===== config.mk =====
export PLATFORM = sky130hd
export DESIGN_NAME = spi_master_cfg
export DESIGN_NICKNAME = d
export VERILOG_FILES = /design/src/rtl/spi_master_cfg.sv
export SDC_FILE = /design/constraint.sdc
export NUM_CORES = 1
export LEC_CHECK = 0
export BUFFER_PORTS_ARGS = -buffer_cell sky130_fd_sc_hd__buf_2
export CAP_MARGIN = 20
export CORE_ASPECT_RATIO = 0.5
export CORE_MARGIN = 8
export CORE_UTILIZATION = 50
export DETAILED_ROUTE_END_ITERATION = 8
export GPL_TIMING_DRIVEN = 0
export HOLD_SLACK_MARGIN = 0.03
export PLACE_DENSITY = 0.71
export SETUP_SLACK_MARGIN = 0.5
export SLEW_MARGIN = 20
export SYNTH_ARGS = -nofsm -noshare
export SYNTH_HDL_FRONTEND = slang
export SYNTH_SLANG_ARGS = --single-unit

===== constraint.sdc =====
create_clock -name clk -period 3.1 [get_ports clk]
set_input_delay 0.31 -clock clk [delete_from_list [all_inputs] [get_ports clk]]
set_output_delay 0.31 -clock clk [all_outputs]
set_load 0.005 [all_outputs]

===== src/rtl/spi_master_cfg.sv =====
// Parametrised full-duplex SPI master: configurable width/divider/chip selects, per-frame CPOL/CPHA.
// Define SPI_MSB_FIRST_EN for MSB-first wire order; the default build shifts LSB first.
module spi_master_cfg #(
    parameter int DATA_W  = 12,
    parameter int CLK_DIV = 10,
    parameter int NUM_CS  = 2,
    localparam int CS_W   = (NUM_CS > 1) ? $clog2(NUM_CS) : 1
) (
    input  logic              clk,
    input  logic              rst,
    input  logic              newd,
    input  logic [DATA_W-1:0] din,
    input  logic [CS_W-1:0]   cs_sel,
    input  logic              cpol,
    input  logic              cpha,
    output logic              ready,
    output logic              done,
    output logic [DATA_W-1:0] dout,
    output logic              sclk,
    output logic              mosi,
    input  logic              miso,
    output logic [NUM_CS-1:0] cs
);

    localparam int CNT_W = (CLK_DIV > 1) ? $clog2(CLK_DIV) : 1;
    localparam int HP_W  = $clog2(2 * DATA_W);
    localparam logic [CNT_W-1:0] CNT_LAST = CNT_W'(CLK_DIV - 1);
    localparam logic [HP_W-1:0]  HP_LAST  = HP_W'(2 * DATA_W - 1);

    typedef enum logic [1:0] {IDLE, LEAD, XFER, TRAIL} state_t;

    state_t             state_q, state_d;
    logic [CNT_W-1:0]   cnt_q, cnt_d;
    logic [HP_W-1:0]    hp_q, hp_d;
    logic [DATA_W-1:0]  tx_q, tx_d;
    logic [DATA_W-1:0]  rx_q, rx_d;
    logic [DATA_W-1:0]  dout_q, dout_d;
    logic [NUM_CS-1:0]  cs_q, cs_d;
    logic               sclk_q, sclk_d;
    logic               mosi_q, mosi_d;
    logic               done_q, done_d;
    logic               cpol_q, cpol_d;
    logic               cpha_q, cpha_d;

    // Wire-order helpers: the only place the two builds differ.
    logic               first_bit, next_bit;
    logic [DATA_W-1:0]  tx_load, tx_next, rx_next;
`ifdef SPI_MSB_FIRST_EN
    assign first_bit = din[DATA_W-1];
    assign tx_load   = din << 1;
    assign next_bit  = tx_q[DATA_W-1];
    assign tx_next   = tx_q << 1;
    assign rx_next   = {rx_q[DATA_W-2:0], miso};
`else
    assign first_bit = din[0];
    assign tx_load   = din >> 1;
    assign next_bit  = tx_q[0];
    assign tx_next   = tx_q >> 1;
    assign rx_next   = {miso, rx_q[DATA_W-1:1]};
`endif

    // Out-of-range selects decode to no asserted chip select.
    logic [NUM_CS-1:0] cs_dec;
    always_comb begin
        cs_dec = '1;
        for (int i = 0; i < NUM_CS; i++) begin
            cs_dec[i] = (int'(cs_sel) != i);
        end
    end

    logic            edge_fire;
    logic [HP_W-1:0] edge_idx;
    logic            edge_lead, edge_sample, edge_shift;

    always_comb begin
        // NOTE: every signal gets a default before the case so no path leaves it unassigned (no latches).
        state_d   = state_q;
        cnt_d     = cnt_q;
        hp_d      = hp_q;
        tx_d      = tx_q;
        rx_d      = rx_q;
        dout_d    = dout_q;
        cs_d      = cs_q;
        sclk_d    = sclk_q;
        mosi_d    = mosi_q;
        done_d    = 1'b0;
        cpol_d    = cpol_q;
        cpha_d    = cpha_q;
        edge_fire = 1'b0;
        edge_idx  = hp_q;

        case (state_q)
            IDLE: begin
                sclk_d = cpol;
                mosi_d = 1'b0;
                cs_d   = '1;
                cnt_d  = '0;
                hp_d   = '0;
                if (newd) begin
                    cpol_d  = cpol;
                    cpha_d  = cpha;
                    cs_d    = cs_dec;
                    mosi_d  = first_bit;
                    tx_d    = tx_load;
                    rx_d    = '0;
                    state_d = LEAD;
                end
            end
            LEAD: begin
                if (cnt_q == CNT_LAST) begin
                    cnt_d     = '0;
                    state_d   = XFER;
                    edge_fire = 1'b1;
                    edge_idx  = '0;
                end else begin
                    cnt_d = cnt_q + 1'b1;
                end
            end
            XFER: begin
                // Each half-period opens with an sclk edge; the last one closes back at cpol.
                if (cnt_q == CNT_LAST) begin
                    cnt_d = '0;
                    if (hp_q == HP_LAST) begin
                        state_d = TRAIL;
                    end else begin
                        hp_d      = hp_q + 1'b1;
                        edge_fire = 1'b1;
                        edge_idx  = hp_q + 1'b1;
                    end
                end else begin
                    cnt_d = cnt_q + 1'b1;
                end
            end
            TRAIL: begin
                if (cnt_q == CNT_LAST) begin
                    cnt_d   = '0;
                    state_d = IDLE;
                    cs_d    = '1;
                    mosi_d  = 1'b0;
                    done_d  = 1'b1;
                    dout_d  = rx_q;
                end else begin
                    cnt_d = cnt_q + 1'b1;
                end
            end
            default: state_d = IDLE;
        endcase

        // Even edges lead; CPHA picks whether leading or trailing edges sample.
        edge_lead   = ~edge_idx[0];
        edge_sample = edge_lead ^ cpha_q;
        edge_shift  = ~edge_sample && (edge_idx != '0) && (edge_idx != HP_LAST);
        if (edge_fire) begin
            sclk_d = ~sclk_q;
            if (edge_sample) begin
                rx_d = rx_next;
            end
            if (edge_shift) begin
                mosi_d = next_bit;
                tx_d   = tx_next;
            end
        end
    end

    always_ff @(posedge clk or negedge rst) begin
        if (!rst) begin
            state_q <= IDLE;
            cnt_q   <= '0;
            hp_q    <= '0;
            tx_q    <= '0;
            rx_q    <= '0;
            dout_q  <= '0;
            cs_q    <= '1;
            sclk_q  <= 1'b0;
            mosi_q  <= 1'b0;
            done_q  <= 1'b0;
            cpol_q  <= 1'b0;
            cpha_q  <= 1'b0;
        end else begin
            // NOTE: non-blocking updates so every flop samples the pre-edge values.
            state_q <= state_d;
            cnt_q   <= cnt_d;
            hp_q    <= hp_d;
            tx_q    <= tx_d;
            rx_q    <= rx_d;
            dout_q  <= dout_d;
            cs_q    <= cs_d;
            sclk_q  <= sclk_d;
            mosi_q  <= mosi_d;
            done_q  <= done_d;
            cpol_q  <= cpol_d;
            cpha_q  <= cpha_d;
        end
    end

    assign ready = (state_q == IDLE);
    assign done  = done_q;
    assign dout  = dout_q;
    assign sclk  = sclk_q;
    assign mosi  = mosi_q;
    assign cs    = cs_q;

endmodule


==> results.py <==
metrics = {
    "timing": {
        "fin_crit_sh": 0.8509,
        "finalHoldViolCount": 0,
        "fmax_mhz": 379.1,
        "setup_viol": 0,
        "slew_headroom": 0.5640,
        "period_needed_ps": 2638,
        "rsz0062_at_grt": "yes",
        "tns_ps": 0,
        "drv_slew": 0,
        "finalHoldWorstSlack_ps": 23.19,
        "skew_ps": 7.583,
        "tightest_slew_ps": 654.0,
    },
    "drt": {
        "wire_per_inst_um": 15.75,
        "dr.pass1.iters": 4,
        "via_per_inst": 5.515,
        "routed_wl_mm": 5.971,
        "ant_nets": 0,
        "vias": 2090,
        "drc": 0,
        "drt_iter0_drc": 81,
    },
    "synthesis": {
        "ys.flop_type": "dfrtp_1",
        "yosysTopAreaCell": "dfrtp_1",
        "syn_avg_cell_area_um2": 10.83,
        "yosysSeqAreaShare": 0.4810,
        "async_flop_share": 1.000,
        "synth_nets": 281,
        "synth_area_um2": 2763,
        "synthTopCellsByArea": "dfrtp_1, mux2_2, mux2_4, mux2i_1, o21ai_0",
        "synth_edf_count": 0,
        "yosys_warnings": 0,
        "synth_top_area_frac": 0.4620,
        "ys_seq_elements": 53,
        "synth.distinct_cells": 54,
        "netlist_instances": 255,
    },
    "final_layout": {
        "antenna_cells": 0,
        "drive_gt1_frac": 0.3595,
        "area_growth_pct": 20.43,
        "n_fill_cell": 407,
        "layout.nets": 331,
    },
    "clocking": {
        "clkSlewWorstSetupHoldPaths_ps": 100,
        "ctsHtreeMaxLevel": 2,
        "cts.path.max_buffers": 2,
        "clkLatencyLatePin_ps": 310,
        "tritoncts": "done",
        "root_buffer": "clkbuf_8",
        "numCtsBuffers": 5,
        "cts.sink_count": 53,
    },
    "setup_path": {
        "cp_data_arrival_time_ps": 2840,
        "slowest_stage": "or4b_4",
        "cp_cell_sequence": "inv_2 -> ha_4 -> buf_8 -> nand3b_1 -> or4b_4 -> o211a_1 -> and4_4 -> o32ai_4 -> buf_6 -> mux2_4",
        "crit_path_max_incr_delay_ps": 490,
        "worst-setup-path-type": "flip-flop to flip-flop",
        "rr_startpoint": "state_q[0]$_DFFE_PN0P_",
        "worstPathRequired_ps": 3310,
        "worstSetupStartpointType": "flip-flop",
        "end_kind": "flip-flop",
        "setup.worst_path.start": "state_q[0]$_DFFE_PN0P_",
        "path_buf_inv": 3,
        "critPathMaxFanout": 7,
        "crit_family": "simple AND/OR/NAND/NOR gates",
    },
    "pwr": {
        "powerDensity_nw_per_um2": 737.2,
        "sequentialPowerShare": 0.386,
        "intPower_mw": 1.647,
        "power.share.clock": 0.208,
        "p_sw_uw": 805.9,
        "p_leak_nw": 1.641,
        "peakVddDrop_v": 0.0003411,
        "switching_share": 0.3286,
        "p_comb_frac": 0.406,
    },
    "die": {
        "ios": 37,
        "fp.dieH_um": 68.56,
        "die_width_um": 121.1,
        "core_area_um2": 5396,
        "die_area_um2": 8304,
        "rows": 19,
        "initial_utilization": 0.5119,
    },
    "global_route": {
        "grt-ovfl-total": 0,
        "grt_usage": 0.1472,
        "first_global_vias": 2076,
        "antenna_found_initial": 0,
        "grt_max_degree": 54,
        "grt_pass1_wl_mm": 9.853,
    },
    "run": {
        "cap_viol_max_count": 0,
    },
    "min_path": {
        "worst_hold_path_type": "primary input to async pin",
    },
    "outcome": {
        "status": "completed",
    },
    "placement": {
        "hpwlAfterDp_mm": 3.980,
        "io_buffers": 36,
        "gp_congestion": 0.8470,
    },
}
-- layout by cell type (no fill, tap or decap), drive strengths merged, types with 3 or more instances in the layout --
cell / n
dfrtp: 51
buf: 47
nand2: 32
mux2: 26
o21ai: 25
inv: 22
clkbuf: 14
mux2i: 12
a21oi: 9
ha: 7
nor2: 5
nand3: 5
a31oi: 4
xnor2: 3
nor3: 3
a21boi: 3
-- worst register-to-register path: cells and delay by family (launching register included) --
family | cells | cell delay, ps
mux | 1 | 310
buf+inv | 3 | 360
compound gates | 2 | 440
simple gates | 3 | 770
flops | 1 | 390
fa+ha+maj | 1 | 270
-- power by group through the flow --
| stage | Clock (mW) | Combinational [mW] | Sequential, mW |
|---|---|---|---|
| 2_1_floorplan | 0 | 0.641 | 0.936 |
| 5_1_grt | 0.548 | 1.09 | 0.965 |
| 3_3_place_gp | 0 | 0.796 | 0.943 |
| 4_1_cts | 0.518 | 0.951 | 0.943 |
| 3_5_place_dp | 0 | 0.832 | 0.957 |
| 6_report | 0.510 | 0.996 | 0.946 |
-- routing by layer --
metal	routed length [um]	vias to the layer above	track usage	part of all wire
met5	0	-	0	0
met4	85	0	0.05239	0.014
met3	236	12	0.03168	0.040
met2	2981	47	0.2529	0.50
met1	2667	1040	0.1845	0.45
li1	-	991	-	-
-- area by class of cell --
| cell class | count | area (um^2) | share of cell area |
|---|---|---|---|
| well taps | 73 | 91.34 | 0.02745 |
| multi-input cells | 169 | 1375 | 0.4133 |
| flip-flops and latches | 53 | 1330 | 0.3998 |
| clock inverters | 2 | 41.29 | 0.01241 |
| inverters | 21 | 78.83 | 0.02369 |
| plain buffers | 12 | 85.08 | 0.02557 |
| clock buffers | 6 | 82.58 | 0.02482 |
| repair buffers | 43 | 242.7 | 0.07296 |
-- stage by stage --
stage	utilization	setup WS [ps]	instance area (um^2)	total power, mW	instances
after global placement	0.5657	366.5	3053	1.740	364
after CTS	0.6107	435.6	3296	2.411	378
after global routing	0.6165	409.2	3327	2.607	379
after floorplan	-	525.4	2781	1.577	255
after detailed placement	0.5662	331.3	3055	1.789	364
final	0.6165	462.3	3327	2.453	379
-- registers in the layout (all words and copies together) (netlist names) --
name / flops
hp_q: 5
done: 1
mosi: 1
cnt_q: 4
dout: 12
cpha_q: 1
cs: 2
sclk: 1
state_q: 2
tx_q: 12
rx_q: 12
-- synth_stat cells, drive strengths merged (2+ instances only) --
cell,count
nand3,5
a31oi,4
or3,2
nor2,5
dfrtp,51
xnor2,3
and4,2
and3,2
a22o,2
clkbuf,9
nand3b,2
a21oi,9
buf,3
o211ai,2
mux2,26
nor2b,2
dfstp,2
and2,2
nor3,3
o32ai,2
inv,21
ha,7
o21ai,25
and3b,2
a21boi,3
mux2i,12
nand2,32
-- worst paths after layout --
kind	to	slack, ps	cells past startpoint
setup reg to reg	tx_q[10]$_DFF_PN0_	460	10
min in group clk	rx_q[11]$_DFF_PN0_	240	3
max in group asynchronous	hp_q[0]$_DFFE_PN0P_	2600	1
setup / recovery	tx_q[10]$_DFF_PN0_	460	10
hold / removal	dout[6]$_DFFE_PN0P_	20	1
hold reg to reg	sclk$_DFFE_PN0P_	470	1
-- cells by family (layout without fill, tap and decap cells) --
kind of cell / after synthesis / count (layout) / synth area share
AOI/OAI and AO/OA: 55 / 55 / 0.1259
buffers and inverters: 33 / 84 / 0.05344
adders and majority gates: 7 / 7 / 0.03170
xor gates and xnor gates: 3 / 3 / 0.009513
DFF: 53 / 53 / 0.4810
muxes: 38 / 38 / 0.1617
and+or+nand+nor: 66 / 66 / 0.1368
-- timing repair --
action | 4_1_cts | 5_1_grt
gates cloned | 1 | 0
pin swaps | 3 | 4
buffers inserted | 5 | 1
hold buffers | 0 | 0
endpoints found under the setup margin | 22 | 22
resized for setup | 19 | 8
Power figures use the tool's default switching activity.
